[config.mk]
export PLATFORM = sky130hd
export DESIGN_NAME = pb_event_unit
export DESIGN_NICKNAME = d
export VERILOG_FILES = /design/src/rtl/pb_event_pkg.sv /design/src/rtl/pb_channel.sv /design/src/rtl/pb_event_unit.sv
export SDC_FILE = /design/constraint.sdc
export NUM_CORES = 1
export LEC_CHECK = 0
export ABC_AREA = 1
export BUFFER_PORTS_ARGS = -buffer_cell sky130_fd_sc_hd__buf_4
export CAP_MARGIN = 20
export CELL_PAD_IN_SITES_DETAIL_PLACEMENT = 0
export CELL_PAD_IN_SITES_GLOBAL_PLACEMENT = 1
export CORE_ASPECT_RATIO = 0.5
export CORE_MARGIN = 2
export CORE_UTILIZATION = 35
export CTS_CLUSTER_SIZE = 25
export DETAILED_ROUTE_END_ITERATION = 6
export HOLD_SLACK_MARGIN = 0.03
export MAX_ROUTING_LAYER = met4
export PLACE_DENSITY = 0.76
export SETUP_SLACK_MARGIN = 0.5
export SYNTH_ARGS = -nofsm -noshare
export SYNTH_HDL_FRONTEND = slang
export SYNTH_SLANG_ARGS = --single-unit
[constraint.sdc]
create_clock -name CLOCK_50_I -period 1.6 [get_ports CLOCK_50_I]
set_input_delay 0.24 -clock CLOCK_50_I [delete_from_list [all_inputs] [get_ports CLOCK_50_I]]
set_output_delay 0.24 -clock CLOCK_50_I [all_outputs]
set_load 0.05 [all_outputs]
[src/rtl/pb_event_pkg.sv]
// Shared types and widths for the push-button event unit.
package pb_event_pkg;

    localparam int HOLD_CNT_W = 10;
    localparam int TICK_CNT_W = 16;

    typedef enum logic [1:0] {
        PB_IDLE    = 2'd0,
        PB_PRESSED = 2'd1,
        PB_HELD    = 2'd2
    } pb_state_t;

    // Hold counter never wraps; it parks at all-ones.
    function automatic logic [HOLD_CNT_W-1:0] hold_cnt_inc(input logic [HOLD_CNT_W-1:0] cnt);
        return (&cnt) ? cnt : cnt + 1'b1;
    endfunction

endpackage

[src/rtl/pb_channel.sv]
// One button: tick-sampled debounce shift register, level/edge outputs,
// and the idle/pressed/held FSM that produces long-press and auto-repeat.
module pb_channel
    import pb_event_pkg::*;
#(
    parameter int DEBOUNCE_LEN = 10,
    parameter int HOLD_TICKS   = 500,
    parameter int REPEAT_TICKS = 100
) (
    input  logic      i_clk,
    input  logic      i_rst_n,
    input  logic      i_tick,
    input  logic      i_sample,
    output logic      o_status,
    output logic      o_press,
    output logic      o_release,
    output logic      o_long,
    output logic      o_repeat,
    output pb_state_t o_state
);

    localparam logic [HOLD_CNT_W-1:0] HOLD_LAST   = HOLD_CNT_W'(HOLD_TICKS - 1);
    localparam logic [HOLD_CNT_W-1:0] REPEAT_LAST = HOLD_CNT_W'(REPEAT_TICKS - 1);

    logic [DEBOUNCE_LEN-1:0] r_shift;
    logic                    r_status;
    logic                    r_tick_d;
    logic                    r_press;
    logic                    r_release;
    logic                    r_long;
    logic                    r_repeat;
    pb_state_t               r_state;
    logic [HOLD_CNT_W-1:0]   r_hold_cnt;

    logic                    w_level;
    logic                    w_rise;
    pb_state_t               w_state_nxt;
    logic [HOLD_CNT_W-1:0]   w_cnt_nxt;
    logic                    w_long_nxt;
    logic                    w_repeat_nxt;

    // w_level is the value status takes next cycle; the FSM and edge pulses
    // decide on it so that they line up with the status register.
    assign w_level = |r_shift;
    assign w_rise  = w_level & ~r_status;

    always_ff @(posedge i_clk or negedge i_rst_n) begin
        if (!i_rst_n) begin
            r_shift   <= '0;
            r_status  <= 1'b0;
            r_tick_d  <= 1'b0;
            r_press   <= 1'b0;
            r_release <= 1'b0;
        end else begin
            if (i_tick) begin
                r_shift <= {r_shift[DEBOUNCE_LEN-2:0], i_sample};
            end
            r_status  <= w_level;
            r_tick_d  <= i_tick;
            r_press   <= w_rise;
            r_release <= ~w_level & r_status;
        end
    end

    always_ff @(posedge i_clk or negedge i_rst_n) begin
        if (!i_rst_n) begin
            r_state    <= PB_IDLE;
            r_hold_cnt <= '0;
            r_long     <= 1'b0;
            r_repeat   <= 1'b0;
        end else begin
            r_state    <= w_state_nxt;
            r_hold_cnt <= w_cnt_nxt;
            r_long     <= w_long_nxt;
            r_repeat   <= w_repeat_nxt;
        end
    end

    always_comb begin
        w_state_nxt = r_state;
        w_cnt_nxt   = r_hold_cnt;
        if (!w_level) begin
            w_state_nxt = PB_IDLE;
            w_cnt_nxt   = '0;
        end else begin
            case (r_state)
                PB_IDLE: begin
                    if (w_rise) begin
                        w_state_nxt = PB_PRESSED;
                        w_cnt_nxt   = '0;
                    end
                end
                PB_PRESSED: begin
                    if (r_tick_d) begin
                        if (r_hold_cnt == HOLD_LAST) begin
                            w_state_nxt = PB_HELD;
                            w_cnt_nxt   = '0;
                        end else begin
                            w_cnt_nxt = hold_cnt_inc(r_hold_cnt);
                        end
                    end
                end
                PB_HELD: begin
                    if (r_tick_d) begin
                        if (r_hold_cnt == REPEAT_LAST) begin
                            w_cnt_nxt = '0;
                        end else begin
                            w_cnt_nxt = hold_cnt_inc(r_hold_cnt);
                        end
                    end
                end
                default: begin
                    w_state_nxt = PB_IDLE;
                    w_cnt_nxt   = '0;
                end
            endcase
        end
    end

    // A release landing on the threshold tick suppresses the repeat pulse.
    always_comb begin
        w_long_nxt   = (w_state_nxt == PB_HELD);
        w_repeat_nxt = w_level && r_tick_d &&
                       (((r_state == PB_PRESSED) && (r_hold_cnt == HOLD_LAST)) ||
                        ((r_state == PB_HELD) && (r_hold_cnt == REPEAT_LAST)));
    end

    assign o_status  = r_status;
    assign o_press   = r_press;
    assign o_release = r_release;
    assign o_long    = r_long;
    assign o_repeat  = r_repeat;
    assign o_state   = r_state;

endmodule

[src/rtl/pb_event_unit.sv]
// Push-button front end: 1 kHz tick generator, input synchronisers and one
// debounce/event channel per button.
module pb_event_unit
    import pb_event_pkg::*;
#(
    parameter int NUM_BUTTONS  = 4,
    parameter int TICK_PERIOD  = 50000,
    parameter int DEBOUNCE_LEN = 10,
    parameter int HOLD_TICKS   = 500,
    parameter int REPEAT_TICKS = 100
) (
    input  logic                     CLOCK_50_I,
    input  logic                     resetn,
    input  logic [NUM_BUTTONS-1:0]   PUSH_BUTTON_N_I,
    output logic                     tick_1kHz_o,
    output logic [NUM_BUTTONS-1:0]   pb_status_o,
    output logic [NUM_BUTTONS-1:0]   pb_press_o,
    output logic [NUM_BUTTONS-1:0]   pb_release_o,
    output logic [NUM_BUTTONS-1:0]   pb_long_o,
    output logic [NUM_BUTTONS-1:0]   pb_repeat_o,
    output logic [2*NUM_BUTTONS-1:0] pb_state_dbg_o
);

    localparam logic [TICK_CNT_W-1:0] TICK_LAST = TICK_CNT_W'(TICK_PERIOD - 1);
    localparam logic [TICK_CNT_W-1:0] TICK_PRE  = TICK_CNT_W'(TICK_PERIOD - 2);

    logic [TICK_CNT_W-1:0]  r_tick_cnt;
    logic                   r_tick;
    logic [NUM_BUTTONS-1:0] r_sync1;
    logic [NUM_BUTTONS-1:0] r_sync2;
    pb_state_t              w_state [NUM_BUTTONS];

    // r_tick is registered one count early so it is high while the count is at its last value.
    always_ff @(posedge CLOCK_50_I or negedge resetn) begin
        if (!resetn) begin
            r_tick_cnt <= '0;
            r_tick     <= 1'b0;
        end else begin
            r_tick_cnt <= (r_tick_cnt == TICK_LAST) ? '0 : r_tick_cnt + 1'b1;
            r_tick     <= (r_tick_cnt == TICK_PRE);
        end
    end

    always_ff @(posedge CLOCK_50_I or negedge resetn) begin
        if (!resetn) begin
            r_sync1 <= '0;
            r_sync2 <= '0;
        end else begin
            r_sync1 <= ~PUSH_BUTTON_N_I;
            r_sync2 <= r_sync1;
        end
    end

    assign tick_1kHz_o = r_tick;

    for (genvar g = 0; g < NUM_BUTTONS; g++) begin : g_chan
        pb_channel #(
            .DEBOUNCE_LEN (DEBOUNCE_LEN),
            .HOLD_TICKS   (HOLD_TICKS),
            .REPEAT_TICKS (REPEAT_TICKS)
        ) u_chan (
            .i_clk     (CLOCK_50_I),
            .i_rst_n   (resetn),
            .i_tick    (r_tick),
            .i_sample  (r_sync2[g]),
            .o_status  (pb_status_o[g]),
            .o_press   (pb_press_o[g]),
            .o_release (pb_release_o[g]),
            .o_long    (pb_long_o[g]),
            .o_repeat  (pb_repeat_o[g]),
            .o_state   (w_state[g])
        );
        assign pb_state_dbg_o[2*g +: 2] = w_state[g];
    end

endmodule

======== Word-level counts from Yosys, hierarchy flattened ========
Index checks and enable logic that the tools add are counted.
operators by class
  $add $sub $neg .......................... 5
  multiply operators ...................... 0
  divide/modulo/power cells ............... 0
  magnitude comparators ................... 0
  equality and inequality tests ........... 34
  shift operators ......................... 0
  mux-type cells .......................... 53
  bitwise logic cells ..................... 17
  reduce and logical (&&, ||, !) cells .... 36
operators by type and width
  operator                 count
  $mux W10                 28
  $pmux W10 S3             4
  $add A10 B1 Y10 const B  4
  $eq A10 B7 Y1 const B    4
  $eq A10 B9 Y1 const B    4
  $reduce_and A10 Y1       4
  $reduce_or A10 Y1        4
  $eq A16 B16 Y1 const B   2
  $mux W2                  16
  $ne A3 B2 Y1 const B     8
  $pmux W2 S3              4
  $add A16 B1 Y16 const B  1
  $eq A2 B2 Y1 const B     8
  $logic_and A1 B1 Y1      16
  $mux W16                 1
  $ne A3 B3 Y1 const B     4
  $reduce_and A3 Y1        4
  $and A1 B1 Y1            8
  $eq A2 B1 Y1 const B     4
  $logic_not A2 Y1         4
  $not A1 Y1               8
  $logic_or A1 B1 Y1       4
  $not A4 Y4               1
word-level totals
  register bits ........................... 134
  bits in latches ......................... 0
  bits in writable memories ............... 0
  memory bits (read-only) ................. 0
  bits of input ports ..................... 6
  output and inout port bits .............. 29
  word-level logic and storage cells ...... 182
  memories ................................ 0

======== Logic depth before layout (Yosys ltp) ========
Gate-level depths: netlist of the first run.
  depth in word-level cells ............... 6
  gate-level depth with buffers ........... 13
  gate-level depth less buffers ........... 11

======== By module ========
From an unflattened synthesis of the first run, not the netlist that was laid out.
unflattened totals
  cells, all modules ...................... 909
  area, all modules ....................... 7369.6 um^2
modules (own cells, without submodules)
  module                             instances  cells each  area an instance (um^2)  sequential area each (um^2)
  pb_channel (g_chan[1].u_chan ...)  3          192         1524.0                   700.7
  pb_channel (g_chan[0].u_chan)      1          191         1574.0                   700.7
  pb_event_unit                      1          142         1223.7                   625.6

======== Worst setup path before layout of the first run ========
Ideal clock, no wire load.
  path type ............................... reg2reg
  start point ............................. reg g_chan[1].u_chan.r_state[1]
  end point ............................... reg g_chan[1].u_chan.r_hold_cnt[7]
  library setup time ...................... 118 ps
  arrival ................................. 1829 ps
  data required time ...................... 1482 ps
  slack ................................... -346 ps
  stages on the path, launching flop included .. 12
  path buffers ............................ 1
  clock period less this slack ............ 1946 ps
  cells stage by stage .................... dfrtp_1 -> inv_1 -> ha_1 -> clkbuf_8 -> nor2_1 -> inv_1 -> nand2_1 -> nand2_1 -> nand2_1 -> clkinv_1 -> nor2_1 -> nor2_1
on the way
  cells in the longest elaborated chain, start to end .. 3
  elaborated cells on any way between the ends .. 9
  those cells by class .................... eq/ne: 5; mux: 2; reduce/logical: 2
ends and longest elaborated chain
  element                                                                RTL line          RTL
  start: declaration                                                     pb_channel.sv:32  pb_state_t r_state;
  start signal: assignment                                               pb_channel.sv:72  r_state <= w_state_nxt;
  $eq A2 B1 Y1, or another cell as far along                             pb_channel.sv:86  case (r_state)
  $ne A3 B2 Y1 (no source line), or another cell as far along            -
  $reduce_and A3 Y1 (no source line) / $mux W10 (equally long branches)  -
  end signal: assignment                                                 pb_channel.sv:73  r_hold_cnt <= w_cnt_nxt;
  end: declaration                                                       pb_channel.sv:33  logic [HOLD_CNT_W-1:0] r_hold_cnt;
Several ways; a longest one is shown, not always the timed one.
A chain may end at the register's enable or synchronous reset.

======== Worst setup path after layout of the first run ========
  start point ............................. reg r_tick_cnt[1]
  end point ............................... reg r_tick_cnt[4]
on the way
  cells in the longest elaborated chain, start to end .. 2
  elaborated cells on any way between the ends .. 3
  those cells by class .................... add/sub: 1; eq/ne: 1; mux: 1
ends and longest elaborated chain
  element                                                   RTL line             RTL
  start: declaration                                        pb_event_unit.sv:27  logic [TICK_CNT_W-1:0] r_tick_cnt;
  start signal: assignment                                  pb_event_unit.sv:39  r_tick_cnt <= (r_tick_cnt == TICK_LAST) ? '0 : r_tick_cnt + 1'b1;
  $add A16 B1 Y16 / $eq A16 B16 Y1 (equally long branches)  pb_event_unit.sv:39
  $mux W16 (*)                                              pb_event_unit.sv:39
Mark *: on every way between the ends. The rest lies on a longest branch, timed or not.

==> results.yml, run 1 <==
detailed_routing:
  drc: 0
  drt-initial-drc-count: 380
  vias_per_cell: 5.004
  first_pass_iters: 5
  via_count: 8022
  wire_per_inst_um: 15.07
  ant_nets: 0
  wirelength_um: 24160
finish:
  final_cells: 1603
  nFillCells: 1946
  final_nets: 1311
  drive_gt1_frac: 0.4799
  areaGrowthSynthToFinish_pct: 56.88
  num_antenna_cells: 0
pwr:
  switching_share: 0.2057
  leakage_nw: 6.132
  p_int_mw: 6.013
  peakVddDrop_mv: 0.5422
  total_power_mw: 7.570
  p_seq_frac: 0.450
  power_density_nw_per_um2: 597.2
  p_switching_mw: 1.557
  combPwrFrac: 0.014
  p_clk_frac: 0.536
cts:
  clkTransAtPathRegs_ns: 0.06
  cts-buffers-inserted: 17
  clock-sinks: 134
  cts_tree: "built"
  clk_path_buf_depth: 2
  root_buffer: "clkbuf_16"
  clk_latency_ns: 0.42
  h-tree-depth: 4
sta:
  setup_viol: 0
  hold_ws_ns: 0.2769
  rsz0062_at_grt: "true"
  slew_headroom: 0.7591
  max_freq_mhz: 628.4
  final_max_slew_viol_count: 0
  post-route-min-period_ns: 1.591
  skew_ns: 0.009012
  hold_violations: 0
  worst_pin_slew_ns: 0.3581
  min_period_over_period: 0.9945
yosys:
  yosys.area.top_type: "dfrtp_1"
  synth_top_area_frac: 0.4150
  synth_area_leaders: "dfrtp_1 41%, nand2_1 14%, inv_1 6.8%"
  synth_cell_type_count: 47
  synthTopCellsByCount: "301 x nand2_1, 147 x inv_1, 134 x dfrtp_1, 123 x nor2_1, 101 x nand3_1"
  avgSynthCellArea_um2: 7.366
  synth-edff-count: 0
  ys.flop_type: "dfrtp_1"
  ys_async_sr_fraction: 1.000
  syn_inst: 1097
  seq_area_frac_synth: 0.4150
  ys_ff_latch: 134
  synth_warnings: 0
  syn_nets: 1125
  netlist_area_um2: 8080
  synth_most_common_cell: "nand2_1"
worst_setup_path:
  path_class: "flop to flop"
  cp-end-kind: "flop"
  startpoint: "r_tick_cnt[1]"
  reg2reg_from: "r_tick_cnt[1]"
  worstPathRequired_ns: 1.91
  r2r_slack_ns: 0.009
  cp-start-kind: "flop"
  critPathMaxFanout: 7
  cp.arrival_ns: 1.90
floorplan:
  core_um2: 22740
  die_w_um: 218.9
  ios: 35
  initial_core_util: 0.3553
  die_y_um: 111.4
  rows: 39
  dieArea_um2: 24390
global_route:
  grt_pass1_wl_um: 36670
  grt_use_total: 0.1919
  antenna_found_initial: 0
  grt_pass1_vias: 7656
  grt_max_degree: 36
  grt.overflow.total: 0
min_path:
  min_path_type: "input pin to asynchronous set/reset pin"
place:
  portBuffers: 34
  dp_cells: 1448
  dp_hpwl_um: 14070
  globalplace.congestion: 0.8768
outcome:
  outcome: "complete, no violations"
job:
  maxCapViolations: 0
state kept, by name (all words and copies together) (netlist names):
signal	count
g_chan.u_chan.r_shift	40
r_sync2	4
g_chan.u_chan.r_hold_cnt	40
r_sync1	4
g_chan.u_chan.o_status	4
r_tick_cnt	16
tick_1kHz_o	1
g_chan.u_chan.o_press	4
g_chan.u_chan.o_repeat	4
g_chan.u_chan.r_tick_d	1
g_chan.u_chan.o_long	4
g_chan.u_chan.o_state	8
g_chan.u_chan.o_release	4
timing repair:
action / 4_1_cts / 5_1_grt
cloned: 14 / 7
buffers inserted: 68 / 29
endpoints found under the hold margin: 34 / 0
hold buffers: 5 / 0
setup endpoints to repair: 137 / 151
resized for setup: 258 / 234
pin swaps: 116 / 119
critical path, stage by stage (launching register included):
cell and delay (ns):
dfrtp_1 0.39, ha_2 0.22, inv_2 0.05, nor2_4 0.17
buf_6 0.14, nand4_1 0.14, nor2_4 0.29, nor2_1 0.09
logic make-up (layout without fill, tap and decap cells):
group / count (synthesis) / after routing / share of synthesized area
simple gates: 622 / 630 / 0.3535
mux: 2 / 2 / 0.002787
fa+ha+maj: 22 / 22 / 0.03407
buf+inv: 203 / 394 / 0.1118
xor+xnor: 11 / 11 / 0.01192
compound gates: 103 / 103 / 0.07092
flops: 134 / 134 / 0.4150
routing by layer:
layer | up-vias | routed length [um] | GRT usage
li1 | 3888 | - | -
met1 | 3911 | 10260 | 0.2362
met2 | 181 | 12470 | 0.3194
met3 | 42 | 948 | 0.03825
met4 | 0 | 486 | 0.05766
met5 | - | 0 | -
area by class of cell:
type / instances / area (um^2) / area share
tap: 307 / 384.1 / 0.03030
clock buffer: 25 / 485.5 / 0.03830
inverter: 151 / 611.8 / 0.04827
multi-input combinational: 768 / 5388 / 0.4250
clock inverter: 7 / 118.9 / 0.009377
timing repair inverter: 1 / 6.256 / 0.0004935
timing repair buffer: 210 / 2290 / 0.1806
sequential: 134 / 3392 / 0.2676
power groups by stage:
stage | sequential (mW) | combinational (mW) | clock, mW
floorplan | 3.46 | 0.00168 | 0
global placement | 3.46 | 0.101 | 0
detailed placement | 3.46 | 0.103 | 0
CTS | 3.40 | 0.113 | 4.12
global route | 3.40 | 0.125 | 4.31
finish | 3.40 | 0.108 | 4.06
cell usage in the layout (no fill, tap or decap), types with 4 or more instances in the layout:
cell type      synthesis  final
a21oi_1               23      6
a21oi_2                1     17
buf_12                 0     12
buf_16                 0      6
buf_4                 23    105
buf_6                  1     60
buf_8                  0     18
clkbuf_1               9      5
clkbuf_16              0     21
dfrtp_1              134    107
dfrtp_2                0     25
dlygate4sd3_1          0      5
ha_1                  22      7
ha_4                   0     13
inv_1                147    104
inv_2                  3     35
inv_4                  0      9
nand2_1              301    219
nand2_2                5     57
nand2_4                2     33
nand2_8                0      4
nand3_1              101     55
nand3_2                1     41
nand3_4                7     16
nand4_1               43     43
nor2_1               123     70
nor2_2                 7     31
nor2_4                 5     34
nor3_1                12      5
nor3_2                 1      7
o21ai_1               11     23
o21ai_2                8     39
xnor2_1                5      4
xor2_1                 6      6
path summary, 6_finish.rpt:
check / depth (start not counted) / end
worst max-delay path: 7 / r_tick_cnt[4]
worst min-delay path: 2 / g_chan[0].u_chan.r_hold_cnt[5]
worst max register to register: 7 / r_tick_cnt[4]
worst min register to register: 0 / r_sync2[1]
max in group asynchronous: 3 / g_chan[1].u_chan.r_hold_cnt[3]
min in group CLOCK_50_I: 0 / r_sync2[1]
metrics by stage:
| step | util | setup slack (ns) | TNS (ns) | instance area, um^2 |
|---|---|---|---|---|
| floorplan | - | -0.04269 | -0.1086 | 8597 |
| global placement | 0.4087 | -0.05826 | -0.05826 | 9293 |
| detailed placement | 0.4087 | -0.01543 | -0.01758 | 9293 |
| CTS | 0.5067 | 0.08053 | 0 | 11520 |
| global route | 0.5574 | -0.07009 | -0.6311 | 12680 |
| finish | 0.5574 | 0.008774 | 0 | 12680 |
Power figures use the tool's default switching activity.
==> inputs of run 2 (changes only) <==
--- a/config.mk
+++ b/config.mk
@@ -12,13 +12,13 @@
 export CELL_PAD_IN_SITES_GLOBAL_PLACEMENT = 1
 export CORE_ASPECT_RATIO = 0.5
 export CORE_MARGIN = 2
-export CORE_UTILIZATION = 35
+export CORE_UTILIZATION = 42
 export CTS_CLUSTER_SIZE = 25
 export DETAILED_ROUTE_END_ITERATION = 6
 export HOLD_SLACK_MARGIN = 0.03
 export MAX_ROUTING_LAYER = met4
-export PLACE_DENSITY = 0.76
-export SETUP_SLACK_MARGIN = 0.5
+export PLACE_DENSITY = 0.87
+export SETUP_SLACK_MARGIN = 0.05
 export SYNTH_ARGS = -nofsm -noshare
 export SYNTH_HDL_FRONTEND = slang
 export SYNTH_SLANG_ARGS = --single-unit
==> run 2 against run 1 <==
The flow now finishes with violations (setup timing). Fmax shrank 4.2%. Non-clock buffer count decreased by 55. Worst setup slack got worse by 0.070 ns. Via count shrank 7.6%. First-iteration DRC count grew 33%. Utilization grew 1.0 points. Largest cell class unchanged.
==> results.yml, run 2 (synthesis results as in run 1) <==
detailed_routing:
  wire_per_inst_um: 13.36
  ant_nets: 0
  via_count: 7415
  drt-initial-drc-count: 507
  drc: 0
  wirelength_um: 19970
  vias_per_cell: 4.960
  first_pass_iters: 5
sta:
  final_max_slew_viol_count: 0
  hold_violations: 0
  max_freq_mhz: 602.0
  setup_viol: 1
  min_period_over_period: 1.038
  rsz0062_at_grt: "true"
  worst_pin_slew_ns: 0.3695
  slew_headroom: 0.7518
  skew_ns: 0.009224
  post-route-min-period_ns: 1.661
  worst_slack_ns: -0.06122
place:
  place_area_um2: 9035
  globalplace.congestion: 0.8779
  dp_hpwl_um: 13560
  portBuffers: 34
global_route:
  grt_max_degree: 36
  grt.overflow.total: 0
  grt_pass1_vias: 6922
  grt_pass1_wl_um: 32000
  antenna_found_initial: 0
  grt_use_total: 0.1973
floorplan:
  dieArea_um2: 20430
  rows: 35
  core_um2: 18610
  die_y_um: 102.1
  initial_core_util: 0.4342
  die_w_um: 200.2
  ios: 35
cts:
  clk_path_buf_depth: 2
  clk_latency_ns: 0.42
  cts_tree: "built"
  clkTransAtPathRegs_ns: 0.06
  h-tree-depth: 4
  cts-buffers-inserted: 17
  root_buffer: "clkbuf_16"
  clock-sinks: 134
finish:
  num_antenna_cells: 0
  top_regs: "g_chan.u_chan.r_hold_cnt: 40 flops, g_chan.u_chan.r_shift: 40 flops, r_tick_cnt: 16 flops"
  final_nets: 1251
  fin_area_um2: 10560
  seqCellArea_um2: 3379
  final_cell_mix: "261 x nand2_1, 133 x inv_1, 132 x buf_4"
  areaGrowthSynthToFinish_pct: 30.72
  fin_util: 0.5675
  final_common_cell: "nand2_1"
  nFillCells: 1636
  multiInputGateArea_um2: 4378
  drive_gt1_frac: 0.2961
job:
  maxCapViolations: 0
pwr:
  power_density_nw_per_um2: 711.1
  peakVddDrop_mv: 0.7674
  total_power_mw: 7.511
  leakage_nw: 5.224
worst_setup_path:
  reg2reg_from: "g_chan[2].u_chan.r_hold_cnt[1]"
  worstPathRequired_ns: 1.94
  startpoint: "g_chan[2].u_chan.r_hold_cnt[1]"
  cp-start-kind: "flop"
  cp-end-kind: "flop"
  path_class: "flop to flop"
  ff2ff_path_depth: 9
  crit_path_end: "g_chan[2].u_chan.r_hold_cnt[2]"
  r2r_slack_ns: -0.06
  cp.arrival_ns: 2.00
  critPathMaxFanout: 5
  r2r-end: "g_chan[2].u_chan.r_hold_cnt[2]"
outcome:
  outcome: "complete, but fails checks"
  violations: "setup timing"
min_path:
  min_path_type: "input pin to asynchronous set/reset pin"
run 2: metrics by stage:
step / TNS (ns) / cells / hold slack, ns / worst slack [ns]
floorplan: -0.09897 / 1097 / -0.05559 / -0.05659
global placement: -0.03170 / 1419 / 0.1607 / -0.03170
detailed placement: -0.07519 / 1419 / 0.1601 / -0.03264
CTS: 0 / 1457 / 0.2828 / 0.03288
global route: -1.432 / 1495 / 0.3049 / -0.1624
finish: -0.06122 / 1495 / 0.2792 / -0.06122
run 2: how the worst min path moves through the flow:
stage / slack (ns) / endpoint / from
after CTS: 0.28 / g_chan[0].u_chan.r_hold_cnt[8] / resetn
after detailed placement: 0.16 / g_chan[0].u_chan.r_shift[3] / resetn
after global placement: 0.16 / g_chan[0].u_chan.r_shift[3] / resetn
after floorplan: -0.06 / g_chan[0].u_chan.o_long / resetn
final: 0.28 / g_chan[0].u_chan.r_shift[3] / resetn
after global routing: 0.30 / g_chan[0].u_chan.r_hold_cnt[8] / resetn
run 2: final cells by class:
cell class | instances | share of cell area
Multi-Input combinational cell | 764 | 0.4145
Clock inverter | 14 | 0.01682
Clock buffer | 18 | 0.04063
Sequential cell | 134 | 0.3199
Tap cell | 259 | 0.03068
Timing Repair Buffer | 155 | 0.1214
Inverter | 151 | 0.05603
run 2: where the power goes:
| part | internal, mW | switching (mW) |
|---|---|---|
| sequential | 3.40 | 0.00297 |
| combinational | 0.0318 | 0.0716 |
| clock | 2.46 | 1.54 |
run 2: worst max-delay path, cell delays in order (launching register included):
cell and delay, ns:
dfrtp_1 0.42, ha_4 0.19, nand2_4 0.06, nor2_4 0.22
nand3_4 0.16, o21ai_2 0.11, nand3_1 0.12, nand2_1 0.12
nand3_1 0.07, o21ai_1 0.12
run 2: layer usage:
metal,GRT usage,vias up,wire [um]
li1,-,3739,-
met1,0.2469,3493,9292
met2,0.3387,163,9709
met3,0.03731,20,799
met4,0.04076,0,172
met5,-,-,0
run 2: timing repair:
item                       CTS  global route
pin swaps                    3            62
setup endpoints to repair   29            59
cloned                       0             4
hold buffers                 5             0
buffers inserted             1            35
hold endpoints to repair    34             0
gates resized for setup     13           160
